[src/rtl/cam_pixel_packer.sv]
// OV7670-style byte stream capture, pixel assembly/expansion and FWFT pixel FIFO.
// Optional macro CAM_REPLICATE_LSB_EN: channel expansion replicates MSBs into the LSBs.
module cam_pixel_packer #(
  parameter int DATA_W     = 8,
  parameter int CH_W       = 8,
  parameter int FIFO_DEPTH = 16,
  parameter int LINE_W     = 640,
  parameter int FRAME_H    = 480,
  localparam int XW        = $clog2(LINE_W + 1),
  localparam int YW        = $clog2(FRAME_H + 1)
) (
  input  logic              clk,
  input  logic              reset_n,
  input  logic              enable,
  input  logic [1:0]        fmt,
  input  logic              cam_href,
  input  logic              cam_vsync,
  input  logic [DATA_W-1:0] cam_data,
  output logic              out_valid,
  input  logic              out_ready,
  output logic [CH_W-1:0]   out_r,
  output logic [CH_W-1:0]   out_g,
  output logic [CH_W-1:0]   out_b,
  output logic              out_sof,
  output logic              out_eol,
  output logic [XW-1:0]     x_count,
  output logic [YW-1:0]     y_count,
  output logic [15:0]       frame_count,
  output logic              overflow,
  output logic              line_err,
  input  logic              clr_err
);

  localparam int AW = $clog2(FIFO_DEPTH);
  localparam int EW = 3 * CH_W + 2;

  typedef enum logic [1:0] {
    ST_IDLE    = 2'd0,
    ST_WAIT_VS = 2'd1,
    ST_ACTIVE  = 2'd2
  } state_t;

  state_t              state_r, state_nxt_s;
  logic                enter_active_s, frame_end_s;
  logic                cap_s, pix_done_s, line_end_s, lerr_set_s;
  logic                vs_seen_r, href_d_r, phase_r, sof_pend_r;
  logic [1:0]          fmt_r;
  logic [DATA_W-1:0]   hi_r;
  logic [XW-1:0]       x_r;
  logic [YW-1:0]       y_r;
  logic [15:0]         frame_r;
  logic [CH_W-1:0]     r_s, g_s, b_s;
  logic                pix_vld_r;
  logic [EW-1:0]       pix_r;
  logic [EW-1:0]       mem_r [FIFO_DEPTH];
  logic [AW:0]         wr_ptr_r, rd_ptr_r, count_s;
  logic                full_s, push_s, pop_s, wr_en_s, drop_s, head_vld_s;
  logic                ovf_r, lerr_r;

  // Widen an n-bit channel to CH_W bits, MSB-aligned.
  function automatic logic [CH_W-1:0] expand(input logic [15:0] v, input int n);
    logic [CH_W+15:0] t;
    logic [CH_W+15:0] acc;
    t = {v, {CH_W{1'b0}}} << (16 - n);
`ifdef CAM_REPLICATE_LSB_EN
    acc = '0;
    for (int k = 0; k < CH_W; k++) begin
      if (k * n < CH_W) acc = acc | (t >> (k * n));
      else acc = acc;
    end
`else
    acc = t;
`endif
    return acc[CH_W+15 -: CH_W];
  endfunction

  always_comb begin
    state_nxt_s    = state_r;
    enter_active_s = 1'b0;
    frame_end_s    = 1'b0;
    case (state_r)
      ST_IDLE: begin
        if (enable) state_nxt_s = ST_WAIT_VS;
        else state_nxt_s = ST_IDLE;
      end
      ST_WAIT_VS: begin
        if (!enable) begin
          state_nxt_s = ST_IDLE;
        end else if (vs_seen_r && !cam_vsync) begin
          state_nxt_s    = ST_ACTIVE;
          enter_active_s = 1'b1;
        end else begin
          state_nxt_s = ST_WAIT_VS;
        end
      end
      ST_ACTIVE: begin
        if (!enable) begin
          state_nxt_s = ST_IDLE;
        end else if (cam_vsync) begin
          state_nxt_s = ST_WAIT_VS;
          frame_end_s = 1'b1;
        end else begin
          state_nxt_s = ST_ACTIVE;
        end
      end
      default: state_nxt_s = ST_IDLE;
    endcase
  end

  assign cap_s      = (state_r == ST_ACTIVE) && (state_nxt_s == ST_ACTIVE);
  assign pix_done_s = cap_s && cam_href && phase_r;
  assign line_end_s = cap_s && !cam_href && href_d_r && (x_r != '0);
  assign lerr_set_s = line_end_s && (x_r != XW'(LINE_W));

  always_comb begin
    r_s = '0;
    g_s = '0;
    b_s = '0;
    case (fmt_r)
      2'd1: begin
        r_s = expand(16'(hi_r[6:2]), 5);
        g_s = expand(16'({hi_r[1:0], cam_data[7:5]}), 5);
        b_s = expand(16'(cam_data[4:0]), 5);
      end
      2'd2: begin
        r_s = expand(16'(hi_r), DATA_W);
        g_s = expand(16'(hi_r), DATA_W);
        b_s = expand(16'(hi_r), DATA_W);
      end
      default: begin
        r_s = expand(16'(hi_r[7:3]), 5);
        g_s = expand(16'({hi_r[2:0], cam_data[7:5]}), 6);
        b_s = expand(16'(cam_data[4:0]), 5);
      end
    endcase
  end

  // vs_seen_r remembers a vsync-high level while waiting, so ACTIVE starts on its fall.
  always_ff @(posedge clk or negedge reset_n) begin
    if (!reset_n) begin
      state_r    <= ST_IDLE;
      vs_seen_r  <= 1'b0;
      href_d_r   <= 1'b0;
      phase_r    <= 1'b0;
      sof_pend_r <= 1'b0;
      fmt_r      <= 2'd0;
      hi_r       <= '0;
      x_r        <= '0;
      y_r        <= '0;
      frame_r    <= 16'd0;
    end else begin
      state_r   <= state_nxt_s;
      href_d_r  <= cam_href;
      vs_seen_r <= (state_nxt_s == ST_WAIT_VS) &&
                   (((state_r == ST_WAIT_VS) && vs_seen_r) || cam_vsync);
      if (cap_s && cam_href) phase_r <= !phase_r;
      else phase_r <= 1'b0;
      if (cap_s && cam_href && !phase_r) hi_r <= cam_data;
      if (enter_active_s) begin
        fmt_r      <= fmt;
        sof_pend_r <= 1'b1;
      end else if (pix_done_s) begin
        sof_pend_r <= 1'b0;
      end
      if (enter_active_s || (state_nxt_s != ST_ACTIVE) || line_end_s) x_r <= '0;
      else if (pix_done_s && (x_r != XW'(LINE_W))) x_r <= x_r + 1'b1;
      if (enter_active_s) y_r <= '0;
      else if (line_end_s && (y_r != YW'(FRAME_H))) y_r <= y_r + 1'b1;
      if (frame_end_s) frame_r <= frame_r + 16'd1;
    end
  end

  always_ff @(posedge clk or negedge reset_n) begin
    if (!reset_n) begin
      pix_vld_r <= 1'b0;
      pix_r     <= '0;
    end else begin
      pix_vld_r <= pix_done_s;
      if (pix_done_s) pix_r <= {sof_pend_r, (x_r == XW'(LINE_W - 1)), r_s, g_s, b_s};
    end
  end

  // Full is the pre-edge occupancy, so a simultaneous pop makes room for the push.
  assign count_s = wr_ptr_r - rd_ptr_r;
  assign full_s  = (count_s == (AW + 1)'(FIFO_DEPTH));
  assign push_s  = pix_vld_r;
  assign pop_s   = head_vld_s && out_ready;
  assign wr_en_s = push_s && (!full_s || pop_s);
  assign drop_s  = push_s && full_s && !pop_s;

  always_ff @(posedge clk or negedge reset_n) begin
    if (!reset_n) begin
      wr_ptr_r <= '0;
      rd_ptr_r <= '0;
    end else begin
      if (wr_en_s) wr_ptr_r <= wr_ptr_r + 1'b1;
      if (pop_s) rd_ptr_r <= rd_ptr_r + 1'b1;
    end
  end

  always_ff @(posedge clk) begin
    if (wr_en_s) mem_r[wr_ptr_r[AW-1:0]] <= pix_r;
  end

  always_ff @(posedge clk or negedge reset_n) begin
    if (!reset_n) begin
      ovf_r  <= 1'b0;
      lerr_r <= 1'b0;
    end else begin
      if (drop_s) ovf_r <= 1'b1;
      else if (clr_err) ovf_r <= 1'b0;
      if (lerr_set_s) lerr_r <= 1'b1;
      else if (clr_err) lerr_r <= 1'b0;
    end
  end

  assign head_vld_s = (count_s != '0);

  always_comb begin
    out_valid = head_vld_s;
    if (head_vld_s) {out_sof, out_eol, out_r, out_g, out_b} = mem_r[rd_ptr_r[AW-1:0]];
    else {out_sof, out_eol, out_r, out_g, out_b} = '0;
  end

  assign x_count     = x_r;
  assign y_count     = y_r;
  assign frame_count = frame_r;
  assign overflow    = ovf_r;
  assign line_err    = lerr_r;

endmodule

[config.mk]
export PLATFORM = sky130hd
export DESIGN_NAME = cam_pixel_packer
export DESIGN_NICKNAME = d
export VERILOG_FILES = /design/src/rtl/cam_pixel_packer.sv
export SDC_FILE = /design/constraint.sdc
export NUM_CORES = 1
export LEC_CHECK = 0
export ABC_AREA = 1
export BUFFER_PORTS_ARGS = -buffer_cell sky130_fd_sc_hd__buf_2
export CAP_MARGIN = 20
export CORE_MARGIN = 10
export CORE_UTILIZATION = 43
export DETAILED_ROUTE_END_ITERATION = 10
export PLACE_DENSITY = 0.55
export SKIP_LAST_GASP = 1
export SLEW_MARGIN = 15
export SYNTH_ARGS = -nofsm -noshare
export SYNTH_HDL_FRONTEND = slang
export SYNTH_SLANG_ARGS = --single-unit
[constraint.sdc]
create_clock -name clk -period 4.38 [get_ports clk]
set_clock_uncertainty 0.15 [all_clocks]
set_input_delay 0.219 -clock clk [delete_from_list [all_inputs] [get_ports clk]]
set_output_delay 0.219 -clock clk [all_outputs]
set_load 0.02 [all_outputs]
==> impl_metrics.toml <==
[power]
power_density_mw_per_mm2 = 544
p_comb_share_pct = 27.6
switching_power_mw = 3.87
p_leak_nw = 8.60
p_clk_share_pct = 32.6
finalPower_mw = 11.3
switching_share_pct = 34.4
ir_drop_mv = 0.340
p_int_mw = 7.38
power.sequential.fraction_pct = 39.8

[worst_setup_path]
crit_end = "out_r[4]"
r2r-end = "mem_r[13][21]"
cp_data_arrival_time_ps = 3330
crit_path_cell_trace = "inv_2 > buf_4 > buf_4 > a21oi_1 > a22o_1 > nand2_1 > nand3_1 > nor2_1 > buf_2"
worstSetupPathType = "flip-flop to output pin"
r2r_slack_ps = 1120
end_kind = "output pin"
critPathMostFrequentCell = "buf_4"
worstPathRequired_ps = 4010
r2r_cells = 12
r2r-start = "rd_ptr_r[1]"
critPathLaunch = "rd_ptr_r[1]"
cp_max_fo = 54
cpPeakStageDelay_ps = 660
start_kind = "flip-flop"
slowest_stage = "buf_4"

[yosys]
ys_types = 36
syn_nets = 1747
yosysWarnings = 0
synthTopCellsByArea = "edfxtp_1 56%, nand2_1 13%, dfrtp_1 12%"
syn_inst = 1714
synth_top_area_share_pct = 55.9
syn-cell-area_sq_mm = 0.0180
ys_seq_elements = 421
synth.avg_cell_area_sq_um = 10.5
synth_top_cell_by_area = "edfxtp_1"
ys_seq_area_share_pct = 67.7

[cts]
path_clk_slew_ps = 60
cts_tree = "yes"
clkLatencyLatePin_ps = 570
root_buffer = "clkbuf_16"
ctsHtreeMaxLevel = 2
cts_buffers = 45
cts_setup_buffers = 0
cts.sinks = 421
clock_path_buffers = 3

[placement]
dpl_cell_area_sq_mm = 0.0191
gp_congestion = 0.860
numPortBuffers = 80
dp_hpwl_mm = 27.6
place_ws_ps = 1160

[timing]
worst-slew-pin-transition_ps = 1010
max_freq_mhz = 270
rsz0062_at_grt = "false"
setup_viol = 0
hold_ws_ps = 67.0
slew_violations = 0
fin_crit_sh_pct = 84.5
fin_setup_tns_ps = 0
period_needed_ps = 3700
relSlewSlack_pct = 33.0
hold_viol = 0
setup_ws_ps = 677

[detailed_routing]
wl_mm = 46.8
ant_nets = 0
drt_iter0_markers = 958
via_per_inst = 5.26
drcViolationCount = 0
dr_total_vias = 12500
wl_per_cell_um = 19.7
dr.pass1.iters = 5

[floorplanning]
die_h_um = 225
rows = 74
die_area_sq_mm = 0.0506
ios = 81
die_w_um = 225
coreArea_sq_mm = 0.0412
start_util_pct = 43.8

[global_route]
antenna_found_initial = 0
grt_overflow_total = 0
grt_pass1_vias = 12500
grtUsageTotal_pct = 18.7
grt_pass1_wl_mm = 72.9
grt_max_degree = 90

[final_layout]
final_cell_mix = "615 x nand2_1, 336 x edfxtp_1, 288 x nand3_1, 83 x dfrtp_1, 79 x buf_2"
final_common_cell = "nand2_1"
nets = 1840
drive_gt1_share_pct = 11.8
diodes = 0
area_growth_pct = 14.5
fin_area_sq_mm = 0.0207

[outcome]
status = "complete, no violations"

[flow_run]
drv_cap = 0

[min_path]
hold_class = "primary input to asynchronous set/reset pin"
-- worst max-delay path, delay by kind of cell, from the launching register on --
kind / cells / cell delay [ps]
compound gates: 2 / 330
buf+inv: 4 / 1330
simple gates: 3 / 420
flops: 1 / 620
-- routing by layer --
| layer | vias up | share of wire [%] | track usage [%] | wire length (um) |
|---|---|---|---|---|
| met3 | 74 | 5.6 | 3.47 | 2650 |
| met1 | 6106 | 46 | 25.3 | 21400 |
| met2 | 305 | 46 | 29.7 | 21500 |
| met4 | 0 | 2.7 | 6.62 | 1250 |
| li1 | 6010 | - | - | - |
| met5 | - | 0 | 0 | 0 |
-- synth_stat cells (all sizes together) --
library cell	number
a21oi	18
a22o	4
a31oi	6
buf	53
clkbuf	32
clkinv	3
dfrtp	85
edfxtp	336
ha	16
inv	76
nand2	621
nand3	291
nand3b	3
nand4	14
nor2	80
nor3	13
nor3b	1
o21a	1
o21ai	30
o21bai	1
o22ai	5
or2	1
xnor2	10
xor2	14
-- registers in the layout (all words and copies together) (netlist names) --
| name | count |
|---|---|
| overflow | 1 |
| frame_count | 16 |
| hi_r | 8 |
| sof_pend_r | 1 |
| y_count | 9 |
| state_r | 2 |
| vs_seen_r | 1 |
| pix_vld_r | 1 |
| mem_r | 336 |
| href_d_r | 1 |
| phase_r | 1 |
| line_err | 1 |
| fmt_r | 2 |
| wr_ptr_r | 5 |
| x_count | 10 |
| rd_ptr_r | 5 |
| pix_r | 21 |
-- power by group through the flow --
| stage | registers, mW | logic, mW | clock network, mW |
|---|---|---|---|
| 6_report | 4.47 | 3.11 | 3.67 |
| 3_3_place_gp | 4.55 | 3.12 | 0 |
| 2_1_floorplan | 4.49 | 2.16 | 0 |
| 4_1_cts | 4.47 | 3.16 | 3.75 |
| 3_5_place_dp | 4.55 | 3.14 | 0 |
| 5_1_grt | 4.48 | 3.45 | 3.91 |
-- final cells by class --
type / instances / area [sq um]
clock buffer: 52 / 1190
inverter: 79 / 304
sequential: 421 / 12200
fill: 3766 / 20500
tap: 532 / 666
clock inverter: 32 / 225
multi-input combinational: 1129 / 5170
timing repair buffer: 131 / 881
-- through the flow --
stage	cells	utilization, %
floorplan	1714	-
global placement	2274	46.3
detailed placement	2274	46.3
CTS	2376	50.2
global route	2376	50.2
finish	2376	50.2
-- how the worst min path moves through the flow --
stage                                end  slack, ps  cells past startpoint
final                     frame_count[4]         70                      2
after global routing      frame_count[8]        130                      2
after CTS                 frame_count[8]         80                      2
after detailed placement  frame_count[4]        150                      1
after global placement    frame_count[4]        150                      1
after floorplan                 fmt_r[0]       -230                      0
-- kinds of logic (layout without fill, tap and decap cells) --
kind of cell,Yosys count,in the layout,synth area share (%)
AND/OR/NAND/NOR,1024,1024,24.2
AO/OA/AOI/OAI,65,65,1.99
XOR/XNOR,24,24,1.16
flip-flops,421,421,67.7
buffers and inverters,164,294,3.89
adder cells (fa/ha/maj),16,16,1.11
-- what timing repair did --
item                                   CTS  global route
endpoints found under the hold margin   99             0
gates resized for setup                  0             0
hold buffers                            18             0
(Power assumes the default switching activity.)
